## config.mk

```make
export PLATFORM = sky130hd
export DESIGN_NAME = fpu_dp_subtractor_seq
export DESIGN_NICKNAME = d
export VERILOG_FILES = /design/src/rtl/fpu_dp_subtractor_seq.sv
export SDC_FILE = /design/constraint.sdc
export NUM_CORES = 1
export LEC_CHECK = 0
export CELL_PAD_IN_SITES_DETAIL_PLACEMENT = 2
export CELL_PAD_IN_SITES_GLOBAL_PLACEMENT = 2
export CORE_ASPECT_RATIO = 1.1
export CORE_MARGIN = 1.5
export CORE_UTILIZATION = 34
export DETAILED_ROUTE_END_ITERATION = 7
export DONT_BUFFER_PORTS = 1
export PLACE_DENSITY_LB_ADDON = 0.1
export SLEW_MARGIN = 25
export SYNTH_ARGS = -nofsm -noshare
export SYNTH_HDL_FRONTEND = slang
export SYNTH_SLANG_ARGS = --single-unit
export TNS_END_PERCENT = 10
```

## constraint.sdc

```tcl
create_clock -name clk -period 4.5 [get_ports clk]
set_input_delay 0.675 -clock clk [delete_from_list [all_inputs] [get_ports clk]]
set_output_delay 0.675 -clock clk [all_outputs]
set_load 0.01 [all_outputs]
```

## src/rtl/fpu_dp_subtractor_seq.sv

```systemverilog
// Multi-cycle double-precision add/subtract unit.
// One operation in flight; alignment and normalisation move one bit per cycle.
// Encodings: exp==0 && man==0 is zero, everything else is a normal number with
// hidden bit 1. Rounding is truncation.
module fpu_dp_subtractor_seq #(
    parameter int EXP_W     = 11,
    parameter int MAN_W     = 52,
    parameter int MAX_SHIFT = 54
) (
    input  logic                   clk,
    input  logic                   rst,
    input  logic [EXP_W+MAN_W:0]   a,
    input  logic [EXP_W+MAN_W:0]   b,
    input  logic                   op,
    input  logic                   in_valid,
    output logic                   in_ready,
    output logic [EXP_W+MAN_W:0]   result,
    output logic                   overflow,
    output logic                   underflow,
    output logic                   out_valid,
    input  logic                   out_ready,
    output logic                   busy
);

    localparam int TOP   = EXP_W + MAN_W;   // sign bit index
    localparam int SIG_W = MAN_W + 1;       // significand with hidden bit
    localparam int SUM_W = MAN_W + 2;       // significand plus carry bit

    localparam logic [EXP_W-1:0] EXP_ONE   = EXP_W'(1);
    localparam logic [EXP_W-1:0] EXP_MAX   = '1;
    localparam logic [EXP_W-1:0] SHIFT_LIM = EXP_W'(MAX_SHIFT);

    typedef enum logic [2:0] {
        S_IDLE,
        S_ALIGN,
        S_ADD,
        S_NORM,
        S_DONE
    } state_t;

    state_t             state_q, state_d;
    logic               s1_q, s1_d;
    logic               s2_q, s2_d;
    logic [EXP_W-1:0]   e_q, e_d;
    logic [EXP_W-1:0]   diff_q, diff_d;
    logic [SIG_W-1:0]   m1_q, m1_d;
    logic [SIG_W-1:0]   m2_q, m2_d;
    logic [SUM_W-1:0]   sum_q, sum_d;
    logic [TOP:0]       result_q, result_d;
    logic               ovf_q, ovf_d;
    logic               unf_q, unf_d;

    // Operand decode for the accept cycle
    logic [EXP_W-1:0]   ea, eb;
    logic [MAN_W-1:0]   ma, mb;
    logic               a_zero, b_zero, sb_eff, a_ge_b;
    logic [EXP_W-1:0]   e_inc;

    assign ea     = a[TOP-1:MAN_W];
    assign eb     = b[TOP-1:MAN_W];
    assign ma     = a[MAN_W-1:0];
    assign mb     = b[MAN_W-1:0];
    assign a_zero = (ea == '0) && (ma == '0);
    assign b_zero = (eb == '0) && (mb == '0);
    assign sb_eff = b[TOP] ^ op;
    assign a_ge_b = (ea > eb) || ((ea == eb) && (ma >= mb));
    assign e_inc  = e_q + EXP_ONE;

    assign in_ready  = (state_q == S_IDLE);
    assign busy      = (state_q != S_IDLE);
    assign out_valid = (state_q == S_DONE);
    assign result    = result_q;
    assign overflow  = ovf_q;
    assign underflow = unf_q;

    // State register and datapath registers
    always_ff @(posedge clk) begin
        if (rst) begin
            state_q  <= S_IDLE;
            s1_q     <= 1'b0;
            s2_q     <= 1'b0;
            e_q      <= '0;
            diff_q   <= '0;
            m1_q     <= '0;
            m2_q     <= '0;
            sum_q    <= '0;
            result_q <= '0;
            ovf_q    <= 1'b0;
            unf_q    <= 1'b0;
        end else begin
            state_q  <= state_d;
            s1_q     <= s1_d;
            s2_q     <= s2_d;
            e_q      <= e_d;
            diff_q   <= diff_d;
            m1_q     <= m1_d;
            m2_q     <= m2_d;
            sum_q    <= sum_d;
            result_q <= result_d;
            ovf_q    <= ovf_d;
            unf_q    <= unf_d;
        end
    end

    // Next-state and datapath update, one action per state per cycle
    always_comb begin
        state_d  = state_q;
        s1_d     = s1_q;
        s2_d     = s2_q;
        e_d      = e_q;
        diff_d   = diff_q;
        m1_d     = m1_q;
        m2_d     = m2_q;
        sum_d    = sum_q;
        result_d = result_q;
        ovf_d    = ovf_q;
        unf_d    = unf_q;

        case (state_q)
            S_IDLE: begin
                if (in_valid) begin
                    ovf_d = 1'b0;
                    unf_d = 1'b0;
                    if (a_zero && b_zero) begin
                        result_d = '0;
                        state_d  = S_DONE;
                    end else if (a_zero) begin
                        result_d = {sb_eff, b[TOP-1:0]};
                        state_d  = S_DONE;
                    end else if (b_zero) begin
                        result_d = a;
                        state_d  = S_DONE;
                    end else begin
                        // op1 always holds the larger magnitude so the
                        // subtraction below can never go negative
                        if (a_ge_b) begin
                            s1_d   = a[TOP];
                            s2_d   = sb_eff;
                            e_d    = ea;
                            m1_d   = {1'b1, ma};
                            m2_d   = {1'b1, mb};
                            diff_d = ea - eb;
                        end else begin
                            s1_d   = sb_eff;
                            s2_d   = a[TOP];
                            e_d    = eb;
                            m1_d   = {1'b1, mb};
                            m2_d   = {1'b1, ma};
                            diff_d = eb - ea;
                        end
                        state_d = S_ALIGN;
                    end
                end
            end
            S_ALIGN: begin
                if (diff_q >= SHIFT_LIM) begin
                    m2_d    = '0;
                    state_d = S_ADD;
                end else if (diff_q == '0) begin
                    state_d = S_ADD;
                end else begin
                    m2_d   = m2_q >> 1;
                    diff_d = diff_q - EXP_ONE;
                end
            end
            S_ADD: begin
                if (s1_q == s2_q) begin
                    sum_d = {1'b0, m1_q} + {1'b0, m2_q};
                end else begin
                    sum_d = {1'b0, m1_q} - {1'b0, m2_q};
                end
                state_d = S_NORM;
            end
            S_NORM: begin
                if (sum_q == '0) begin
                    result_d = '0;
                    state_d  = S_DONE;
                end else if (sum_q[SUM_W-1]) begin
                    sum_d = sum_q >> 1;
                    e_d   = e_inc;
                    if (e_inc == EXP_MAX) begin
                        ovf_d    = 1'b1;
                        result_d = {s1_q, EXP_MAX, {MAN_W{1'b0}}};
                        state_d  = S_DONE;
                    end
                end else if (!sum_q[SUM_W-2] && (e_q == EXP_ONE)) begin
                    unf_d    = 1'b1;
                    result_d = {s1_q, {TOP{1'b0}}};
                    state_d  = S_DONE;
                end else if (!sum_q[SUM_W-2]) begin
                    sum_d = sum_q << 1;
                    e_d   = e_q - EXP_ONE;
                end else begin
                    result_d = {s1_q, e_q, sum_q[MAN_W-1:0]};
                    state_d  = S_DONE;
                end
            end
            S_DONE: begin
                if (out_ready) begin
                    state_d = S_IDLE;
                end
            end
            default: begin
                state_d = S_IDLE;
            end
        endcase
    end

endmodule
```

-- After elaboration in Yosys (flattened, before gate mapping)
Cells that the tools add are included.
W data, S select, Z words.
- equality and inequality tests: 27
- mux-type cells: 67
- shift-type cells: 0
- div/mod/pow operators: 0
- reductions and logical operators: 29
- $lt $le $gt $ge: 3
- bitwise logic cells: 4
- $add $sub $neg: 7
- $mul: 0
- operators by type and width (kind ; number):
    $mux W64 ; 9
    $mux W53 ; 9
    $mux W11 ; 16
    $pmux W64 S2 ; 1
    $mux W54 ; 2
    $pmux W54 S2 ; 1
    $pmux W53 S2 ; 1
    $logic_not A52 Y1 ; 2
    $mux W52 ; 2
    $add A53 B53 Y54 ; 1
    $logic_not A54 Y1 ; 1
    $sub A53 B53 Y54 ; 1
    $ge A52 B52 Y1 ; 1
    $pmux W11 S2 ; 2
    $mux W3 ; 12
    $logic_not A11 Y1 ; 3
    $reduce_and A5 Y1 ; 5
    $ne A2 B2 Y1 const B ; 11
    $sub A11 B1 Y11 const B ; 2
    $sub A11 B11 Y11 ; 2
    $pmux W3 S5 ; 1
    $ne A3 B3 Y1 const B ; 4
    $add A11 B1 Y11 const B ; 1
    $eq A11 B1 Y1 const B ; 1
    other kinds (28) ; 46
- latch bits: 0
- RAM bits: 0
- output and inout bits: 69
- register bits after elaboration: 253
- bits of input ports: 133
- ROM bits: 0
- memories: 0
- word-level logic and storage cells: 150

-- Logic depth before layout (Yosys ltp)
Gate-level depths: netlist (run 1).
- word-level depth: 9
- gate-level depth with buffers: 24
- gate-level depth less buffers: 23

-- Worst setup path after synthesis (run 1)
OpenSTA, ideal clock, no wires.
- path kind: register to register
- from: reg m2_q[7]
- to: reg sum_q[52]
- cell stages (with the launch flop): 22
- library setup time: 0.091 ns
- data arrival time: 4.291 ns
- data required time: 4.409 ns
- clock period less this slack: 4.382 ns
- buffers on the path: 1
- setup slack: 0.118 ns
- path through: dfxtp_1 > nor3_2 > nand2b_1 > nor4_2 > nand2b_1 > nor4_2 > nand2_1 > o41ai_1 > xnor2_1 > ha_1 > clkbuf_1 > nand4_1 > nor3_1 > a221o_1 > a21oi_1 > o21ai_1 > a31o_2 > a2111oi_2 > nor3_1 > a221oi_2 > xor2_1 > a311oi_1
- longest elaborated chain between the ends: 3
- elaborated cells between the ends (all ways): 4
- classes of those cells: add/sub (2); mux (2)
- ends and longest elaborated chain (element ; RTL line ; source):
    from (decl) ; 47 ; logic [SIG_W-1:0] m2_q, m2_d;
    from (signal assigned) ; 97 ; m2_q <= m2_d;
    $sub A53 B53 Y54 / $add A53 B53 Y54 (equally long branches) ; 170, 168 ;
    $mux W54 * ; 167 ; if (s1_q == s2_q) begin
    $pmux W54 S2 * ; 119 ; case (state_q)
    to (signal assigned) ; 98 ; sum_q <= sum_d;
    to (decl) ; 48 ; logic [SUM_W-1:0] sum_q, sum_d;
Mark *: on every way between the ends. The rest lies on a longest branch, timed or not.
A chain may end at the register's enable or synchronous reset.

-- Worst setup path after layout (run 1)
- from: reg m2_q[9]
- to: reg sum_q[52]
The elaborated chain is that of the path after synthesis.

==> results of run 1 <==
[metal layers]
layer	vias up	share of wire	wire, um
met5	-	0.00010	10
met3	177	0.044	4160
met2	489	0.50	47200
li1	9955	-	-
met1	11000	0.41	39400
met4	2	0.048	4530
[where the power goes]
group	internal, mW	leakage, nW	total [mW]	switching, mW
Sequential	2.85	2.07	3.79	0.935
Combinational	4.39	6.92	10.5	6.13
Clock	1.93	0.624	3.13	1.20
Total	9.17	9.61	17.4	8.27
[metrics by stage]
| step | setup TNS [ns] | std cells | hold slack (ns) | power [mW] |
|---|---|---|---|---|
| after floorplan | 0 | 2642 | 0.447 | 9.23 |
| after global placement | -1.73 | 3480 | 0.469 | 13.2 |
| after detailed placement | -5.65 | 3480 | 0.482 | 13.6 |
| after CTS | -1.75 | 3552 | 0.176 | 17.1 |
| after global routing | -5.98 | 3558 | 0.171 | 18.5 |
| final | -0.619 | 3558 | 0.190 | 17.4 |
[cell type report]
type	count	area (um^2)	share of cell area
clock buffers	49	1020	0.0430
clock inverters	15	240	0.0101
inverters	104	390	0.0165
multi-input cells	2100	13700	0.578
flip-flops and latches	253	5070	0.214
well taps	744	931	0.0393
repair buffers	293	2360	0.0997
[flip-flops by register name (all words and copies together) (netlist names)]
name,count
underflow,1
sum_q,54
m1_q,53
m2_q,53
s2_q,1
overflow,1
s1_q,1
result,64
state_q,3
diff_q,11
e_q,11
[critical path: cells and delay by family, from the launching register on]
kind	cells	cell delay, ns
adder cells (fa/ha/maj)	1	0.29
AO/OA/AOI/OAI	7	1.31
buffers and inverters	3	0.47
XOR/XNOR	2	0.31
flip-flops	1	0.33
AND/OR/NAND/NOR	11	1.81
[Yosys cell counts (all sizes together), types with 20 or more instances]
library cell,count
nor2,370
a21oi,260
dfxtp,253
nand2,227
a211oi,158
clkbuf,151
ha,137
nor3,117
inv,104
o21ai,94
nand3,76
xnor2,69
a31oi,65
nor4,58
mux2,53
a21o,44
xor2,42
buf,34
nand4,33
a222oi,23
o31ai,20
[worst max-delay path by stage]
stage                            to  cells after the start
after floorplan           sum_q[52]                     21
after global placement    sum_q[49]                     24
after detailed placement  sum_q[53]                     25
after global routing      sum_q[52]                     23
after CTS                 sum_q[43]                     24
final                     sum_q[52]                     24
[cells by family (layout without fill, tap and decap cells)]
kind of cell	count (synthesis)	after routing	share of synthesized area
fa+ha+maj	140	140	0.0916
xor+xnor	111	111	0.0502
compound gates	808	808	0.272
simple gates	977	977	0.229
flops	253	253	0.262
buf+inv	289	461	0.0584
mux	64	64	0.0365
[timing repair]
item	in CTS	in global routing
setup endpoints to repair	23	30
gates resized for setup	54	59
pin swaps	29	32
buffers inserted	8	6
==> results.json, run 1 <==
{
  "max_cap_viol_count": 0,
  "drive_gt1_frac": 0.185,
  "power.density_mw_per_mm2": 736,
  "clk_pin_slew_ns": 0.07,
  "vias": 21600,
  "antenna_cells": 0,
  "start_util": 0.345,
  "yosysTopAreaCell": "dfxtp_1",
  "layout_commonest_cell": "nor2_1",
  "period_minus_slack_ns": 4.65,
  "dominantRegCellSynth": "dfxtp_1",
  "areaGrowthSynthToFinish_pct": 22.5,
  "hold_path_class": "input pin to flop",
  "layout.cells.most_common_list": "364 x nor2_1, 277 x buf_4, 249 x dfxtp_1, 244 x a21oi_1, 218 x nand2_1",
  "avgSynthCellArea_um2": 7.33,
  "fin_worst_skew_ns": 0.0249,
  "finalWorstSetupSlack_ns": -0.152,
  "drc_errors": 0,
  "synthesis.nets": 2915,
  "synth.area.top_cells": "dfxtp_1 26%, ha_1 8.9%, nor2_1 7.2%, a21oi_1 6.7%, a211oi_1 6.1%",
  "r2r_end": "sum_q[52]",
  "grt_max_degree": 258,
  "finalSetupViolCount": 12,
  "grt_util_met3": 0.0471,
  "synth-edff-count": 0,
  "worstPathRequired_ns": 4.92,
  "die-height_um": 253,
  "place.gp.congestion": 0.927,
  "slew_viol_final": 0,
  "synth_cell_types": 72,
  "ys_seq_area_frac": 0.262,
  "totalWireLength_um": 95300,
  "min_to": "e_q[6]",
  "nets": 3060,
  "top_usage_layer": "met2",
  "reg2reg_depth": 24,
  "cp-end-kind": "flop",
  "vias_per_cell": 6.07,
  "fmax_mhz": 215,
  "grt_overflow": 0,
  "worstSkewPairLatency_ns": 0.57,
  "min_from": "rst",
  "stdcell_area_mm2": 0.0237,
  "numPortBuffers": 0,
  "die_area_mm2": 0.0584,
  "io_pins": 202,
  "worstMarginPinSlew_ns": 1.18,
  "grt_pass1_wl_um": 143000,
  "final_core_util": 0.422,
  "worstPathMaxFanout": 4,
  "failed_checks": "negative setup slack",
  "grt_pass1_vias": 23300,
  "cts-buffers-inserted": 35,
  "core_mm2": 0.0561,
  "netlist.area_leader.share": 0.262,
  "vdd_drop_max_uv": 330,
  "h-tree-depth": 2,
  "grt_util_all_layers": 0.318,
  "drtIter0Drc": 1138,
  "path_cells": "nor3_4 -> nand2b_1 -> nor4_4 -> nand2b_1 -> nor4_2 -> buf_4 -> buf_6 -> nand3_4 -> nor2_4 -> nand3b_1 -> or2_4 -> nand2_1 -> xnor2_1 -> ha_1 -> a21o_1 -> a21o_1 -> a21oi_1 -> o21ai_1 -> a2111oi_2 -> nor3_1 -> buf_4 -> a221oi_2 -> xor2_1 -> a311oi_1",
  "crit_type": "flop to flop",
  "num_rows": 91,
  "cts.path.max_buffers": 3,
  "cts-root-buf": "clkbuf_16",
  "synthArstFlopShare": 0,
  "grt_setup_unrepaired": "yes",
  "postCtsHoldBufs": 0,
  "fin_crit_sh": 1.03,
  "reg2reg_from": "m2_q[9]",
  "ys_seq_elements": 253,
  "ys_warn_count": 0,
  "power_leakage_nw": 9.61,
  "hold_viol": 0,
  "grtUsageMet1": 0.376,
  "cts.sinks": 253,
  "wire_per_inst_um": 26.8,
  "ant_nets": 0,
  "synth.cell_area_mm2": 0.0194,
  "critical_path.max_stage_delay_ns": 0.35,
  "grt_use_met2": 0.564,
  "dpl-instance-area_mm2": 0.0219,
  "relSlewSlack": 0.214,
  "startpoint_type": "flop",
  "critical_path.slowest_cell": "a2111oi_2",
  "regToRegSetupSlack_ns": -0.15,
  "cp_data_arrival_time_ns": 5.07,
  "place_ws_ns": -0.648,
  "antenna_found_initial": 2,
  "first_pass_iters": 5,
  "outcome": "finished, violations left",
  "cts_tree": "done",
  "crit_start": "m2_q[9]",
  "fillCellCount": 6524,
  "post-dp-hpwl_um": 72000,
  "whs_path_depth": 1,
  "die_x_um": 231,
  "postSynthCellCount": 2642
}
Note: power is estimated with default switching activity, not from simulation.
==> run 2: changes to the inputs <==
- CTS_CLUSTER_SIZE: not set -> 14
==> run 2 against run 1 <==
  * The run still ends with negative setup slack left
  * Highest routed layer unchanged
  * Critical path type unchanged
  * Combinational power is essentially flat
  * Hold slack is essentially flat
  * First-iteration DRC count grew 2.2%
==> results.json, run 2 (synthesis results as in run 1) <==
{
  "numPortBuffers": 0,
  "fin_worst_skew_ns": 0.0237,
  "h-tree-depth": 2,
  "antenna_cells": 0,
  "grt_util_all_layers": 0.318,
  "areaGrowthSynthToFinish_pct": 22.5,
  "hold_viol": 0,
  "wl_met2_um": 47200,
  "io_pins": 202,
  "failed_checks": "negative setup slack",
  "fillCellCount": 6524,
  "vias_per_cell": 6.08,
  "cp_data_arrival_time_ns": 5.08,
  "regArea_mm2": 0.00507,
  "multi_input_area_mm2": 0.0137,
  "vias": 21600,
  "drive_gt1_frac": 0.185,
  "worstMarginPinSlew_ns": 1.16,
  "antenna_found_initial": 2,
  "finalWorstSetupSlack_ns": -0.158,
  "finalSetupViolCount": 9,
  "grt_overflow": 0,
  "max_cap_viol_count": 0,
  "worstPathMaxFanout": 4,
  "power_leakage_nw": 9.61,
  "final_core_util": 0.422,
  "cts_tree": "done",
  "cts.path.max_buffers": 3,
  "totalWireLength_um": 95300,
  "wire_per_inst_um": 26.8,
  "layout.cells.most_common_list": "364 x nor2_1, 277 x buf_4, 249 x dfxtp_1, 244 x a21oi_1, 218 x nand2_1",
  "slew_viol_final": 0,
  "worstSkewPairLatency_ns": 0.57,
  "cts-buffers-inserted": 35,
  "startpoint_type": "flop",
  "crit_type": "flop to flop",
  "largest_reg_flops": 64,
  "die_x_um": 231,
  "place_ws_ns": -0.648,
  "fin_crit_sh": 1.04,
  "relSlewSlack": 0.224,
  "power.density_mw_per_mm2": 735,
  "die-height_um": 253,
  "die_area_mm2": 0.0584,
  "cts-root-buf": "clkbuf_16",
  "place.gp.congestion": 0.927,
  "nets": 3060,
  "grt_setup_unrepaired": "yes",
  "outcome": "finished, violations left",
  "grt_pass1_wl_um": 143000,
  "start_util": 0.345,
  "vdd_drop_max_uv": 329,
  "dr.max_layer_used": "met5",
  "layout_commonest_cell": "nor2_1",
  "post-dp-hpwl_um": 72000,
  "first_pass_iters": 5,
  "num_rows": 91,
  "grt_pass1_vias": 23300,
  "worstPathRequired_ns": 4.92,
  "core_mm2": 0.0561,
  "total_power_mw": 17.4,
  "grt_max_degree": 258,
  "clk_pin_slew_ns": 0.07,
  "period_minus_slack_ns": 4.66,
  "hold_path_class": "input pin to flop",
  "dr_wl_met3_um": 4480,
  "cts.sinks": 253,
  "fmax_mhz": 215,
  "postCtsHoldBufs": 0,
  "cp-end-kind": "flop",
  "drtIter0Drc": 1163,
  "drc_errors": 0,
  "whs_ns": 0.190,
  "ant_nets": 0,
  "wl_met1_um": 39100
}
## run 2: cell counts in the layout (fill, tap and decap cells not counted)
Identical to the previous run, type by type.
## run 2: final timing paths
check	start	end	slack, ns	depth (start not counted)
min reg2reg	diff_q[10]	diff_q[10]	0.50	2
max	m2_q[9]	sum_q[52]	-0.16	24
max reg2reg	m2_q[9]	sum_q[52]	-0.16	24
min	rst	e_q[6]	0.19	1
## run 2: metrics by stage
step / area [um^2] / std cells / TNS [ns]
global placement: 21900 / 3480 / -1.73
CTS: 23400 / 3552 / -1.75
global route: 23700 / 3558 / -5.98
finish: 23700 / 3558 / -0.598
floorplan: 19400 / 2642 / 0
detailed placement: 21900 / 3480 / -5.65
## run 2: repair_timing
action	4_1_cts	5_1_grt
pin swaps	29	32
resized for setup	54	59
setup buffers	8	6
endpoints found under the setup margin	23	30
## run 2: critical path, cell delays in order, from the launching register on
cell and delay (ns):
dfxtp_2 0.33, nor3_4 0.19, nand2b_1 0.13, nor4_4 0.18, nand2b_1 0.15, nor4_2 0.16, buf_4 0.19, buf_6 0.12
nand3_4 0.11, nor2_4 0.14, nand3b_1 0.20, or2_4 0.34, nand2_1 0.10, xnor2_1 0.13, ha_1 0.29, a21o_1 0.17
a21o_1 0.17, a21oi_1 0.13, o21ai_1 0.11, a2111oi_2 0.35, nor3_1 0.11, buf_4 0.16, a221oi_2 0.28, xor2_1 0.18
a311oi_1 0.10
## run 2: cell type report
| class | instances | area share |
|---|---|---|
| Multi-Input combinational cell | 2100 | 0.578 |
| Tap cell | 744 | 0.0393 |
| Inverter | 104 | 0.0165 |
| Clock buffer | 49 | 0.0430 |
| Sequential cell | 253 | 0.214 |
| Clock inverter | 15 | 0.0101 |
| Timing Repair Buffer | 293 | 0.0997 |
## run 2: per-layer routing
layer  global-route usage  vias up
met3               0.0471      179
met4                0.149        2
li1                     -     9960
met5                    0        -
met1                0.376    11000
met2                0.564      513
## run 2: where the power goes
| group | internal (mW) | switching (mW) |
|---|---|---|
| clock | 1.93 | 1.20 |
| sequential | 2.85 | 0.933 |
| combinational | 4.39 | 6.13 |
| total | 9.17 | 8.27 |
==> run 3: changes to the inputs <==
- CORE_MARGIN: 1.5 -> 5
==> run 3 against run 2 <==
  * The flow still finishes with violations (negative setup slack)
  * Hold slack better by 0.0052 ns
  * Sequential share of layout area barely moved
  * Power fell by 0.68%
  * Critical path type unchanged
  * Critical endpoint is now sum_q[43]
  * Largest cell class unchanged
==> results.json, run 3 (synthesis results as in run 1) <==
{
  "finalWorstSetupSlack_ns": -0.106,
  "grt_pass1_wl_um": 145000,
  "drc_errors": 0,
  "drive_gt1_frac": 0.186,
  "cts.path.max_buffers": 3,
  "final_core_util": 0.421,
  "cp-endpoint": "sum_q[43]",
  "worstMarginPinSlew_ns": 1.35,
  "cts-buffers-inserted": 35,
  "dp.cells": 3479,
  "clk_pin_slew_ns": 0.06,
  "wire_per_inst_um": 27.2,
  "grt_pass1_vias": 23800,
  "start_util": 0.344,
  "power.density_mw_per_mm2": 731,
  "outcome": "finished, violations left",
  "worstPathRequired_ns": 4.87,
  "num_rows": 91,
  "h-tree-depth": 2,
  "layout.cells.most_common_list": "367 x nor2_1, 277 x buf_4, 250 x dfxtp_1, 243 x a21oi_1, 221 x nand2_1",
  "critical_path.slowest_cell": "dfxtp_2",
  "die_area_mm2": 0.0618,
  "slew_viol_final": 0,
  "grt_max_degree": 258,
  "cp_data_arrival_time_ns": 4.98,
  "r2r_end": "sum_q[43]",
  "critical_path.max_stage_delay_ns": 0.34,
  "reg2reg_depth": 25,
  "period_minus_slack_ns": 4.61,
  "startpoint_type": "flop",
  "die-height_um": 260,
  "failed_checks": "negative setup slack",
  "core_mm2": 0.0562,
  "relSlewSlack": 0.102,
  "antenna_cells": 0,
  "areaGrowthSynthToFinish_pct": 22.4,
  "vias": 21500,
  "finalSetupViolCount": 11,
  "final_cells": 3560,
  "cts.sinks": 253,
  "power.switching_mw": 8.32,
  "max_cap_viol_count": 0,
  "layout_commonest_cell": "nor2_1",
  "worstSkewPairLatency_ns": 0.56,
  "fin_worst_skew_ns": 0.0206,
  "ant_nets": 0,
  "crit_start": "m2_q[8]",
  "drtIter0Drc": 1115,
  "worstPathMaxFanout": 7,
  "vdd_drop_max_uv": 375,
  "postCtsHoldBufs": 0,
  "reg2reg_from": "m2_q[8]",
  "cts-root-buf": "clkbuf_16",
  "numPortBuffers": 0,
  "antenna_found_initial": 1,
  "grt_util_all_layers": 0.299,
  "power_leakage_nw": 9.60,
  "nets": 3063,
  "io_pins": 202,
  "place.gp.congestion": 0.914,
  "grt_overflow": 0,
  "die_x_um": 238,
  "crit_type": "flop to flop",
  "fmax_mhz": 217,
  "p_int_mw": 9.00,
  "cp-end-kind": "flop",
  "swShare": 0.480,
  "vias_per_cell": 6.05,
  "totalWireLength_um": 96900,
  "p_comb_frac": 0.615,
  "regToRegSetupSlack_ns": -0.11,
  "hold_viol": 0,
  "pwr-share-clk": 0.166,
  "cts_tree": "done",
  "largest_reg_flops": 64,
  "first_pass_iters": 6,
  "seqPwrFrac": 0.219,
  "grt_setup_unrepaired": "yes",
  "fin_crit_sh": 1.02,
  "post-dp-hpwl_um": 73000,
  "hold_path_class": "input pin to flop"
}
-- run 3: cell types whose count changed in the layout (fill, tap and decap cells not counted), sizes merged --
| cell | previous run | this run |
|---|---|---|
| clkinvlp | 0 | 2 |
| inv | 107 | 104 |
| clkinv | 6 | 11 |
| bufinv | 6 | 1 |
| buf | 293 | 296 |
-- run 3: worst max-delay path: cells and delay by family, from the launching register on --
kind            cells  cell delay (ns)
buf+inv             3             0.45
simple gates       11             1.40
flops               1             0.34
xor+xnor            2             0.31
fa+ha+maj           1             0.29
compound gates      8             1.64
-- run 3: final cells by class --
type                       instances  area, um^2
multi-input combinational       2100       13700
sequential                       253        5070
clock inverter                    14         104
fill                            6526       32500
clock buffer                      49        1050
timing repair buffer             296        2420
tap                              744         931
inverter                         104         390
-- run 3: power groups by stage --
| stage | registers (mW) | clock network [mW] | logic (mW) |
|---|---|---|---|
| after floorplan | 3.38 | 0 | 5.86 |
| after global placement | 3.78 | 0 | 9.44 |
| after detailed placement | 3.81 | 0 | 9.80 |
| after CTS | 3.78 | 2.94 | 10.3 |
| after global routing | 3.85 | 3.01 | 11.4 |
| final | 3.80 | 2.87 | 10.6 |
-- run 3: worst min path at each step --
stage	start	to	slack (ns)	depth (start not counted)
detailed placement	diff_q[10]	diff_q[10]	0.49	2
global route	rst	e_q[3]	0.18	1
finish	rst	e_q[8]	0.20	1
CTS	rst	result[1]	0.19	1
global placement	m1_q[52]	m1_q[52]	0.48	2
floorplan	m1_q[52]	m1_q[52]	0.45	2
-- run 3: per-stage QoR --
| step | worst slack [ns] | hold slack (ns) | instance area [um^2] | power, mW | TNS [ns] |
|---|---|---|---|---|---|
| after global routing | -0.354 | 0.177 | 23700 | 18.3 | -4.33 |
| final | -0.106 | 0.196 | 23700 | 17.3 | -0.497 |
| after global placement | -0.214 | 0.477 | 21900 | 13.2 | -1.53 |
| after detailed placement | -0.417 | 0.495 | 21900 | 13.6 | -4.95 |
| after floorplan | 0.118 | 0.447 | 19400 | 9.23 | 0 |
| after CTS | -0.228 | 0.191 | 23400 | 17.0 | -2.87 |
-- run 3: metal layers --
metal / track usage / vias up / share of wire
met3: 0.0431 / 167 / 0.040
met4: 0.107 / 2 / 0.039
met2: 0.549 / 410 / 0.51
li1: - / 9947 / -
met5: 0 / - / 0.00013
met1: 0.354 / 11000 / 0.41
-- run 3: timing repair --
| action | CTS | global route |
|---|---|---|
| gates resized for setup | 73 | 42 |
| buffers inserted | 11 | 8 |
| setup endpoints to repair | 19 | 29 |
| pin swaps | 31 | 33 |
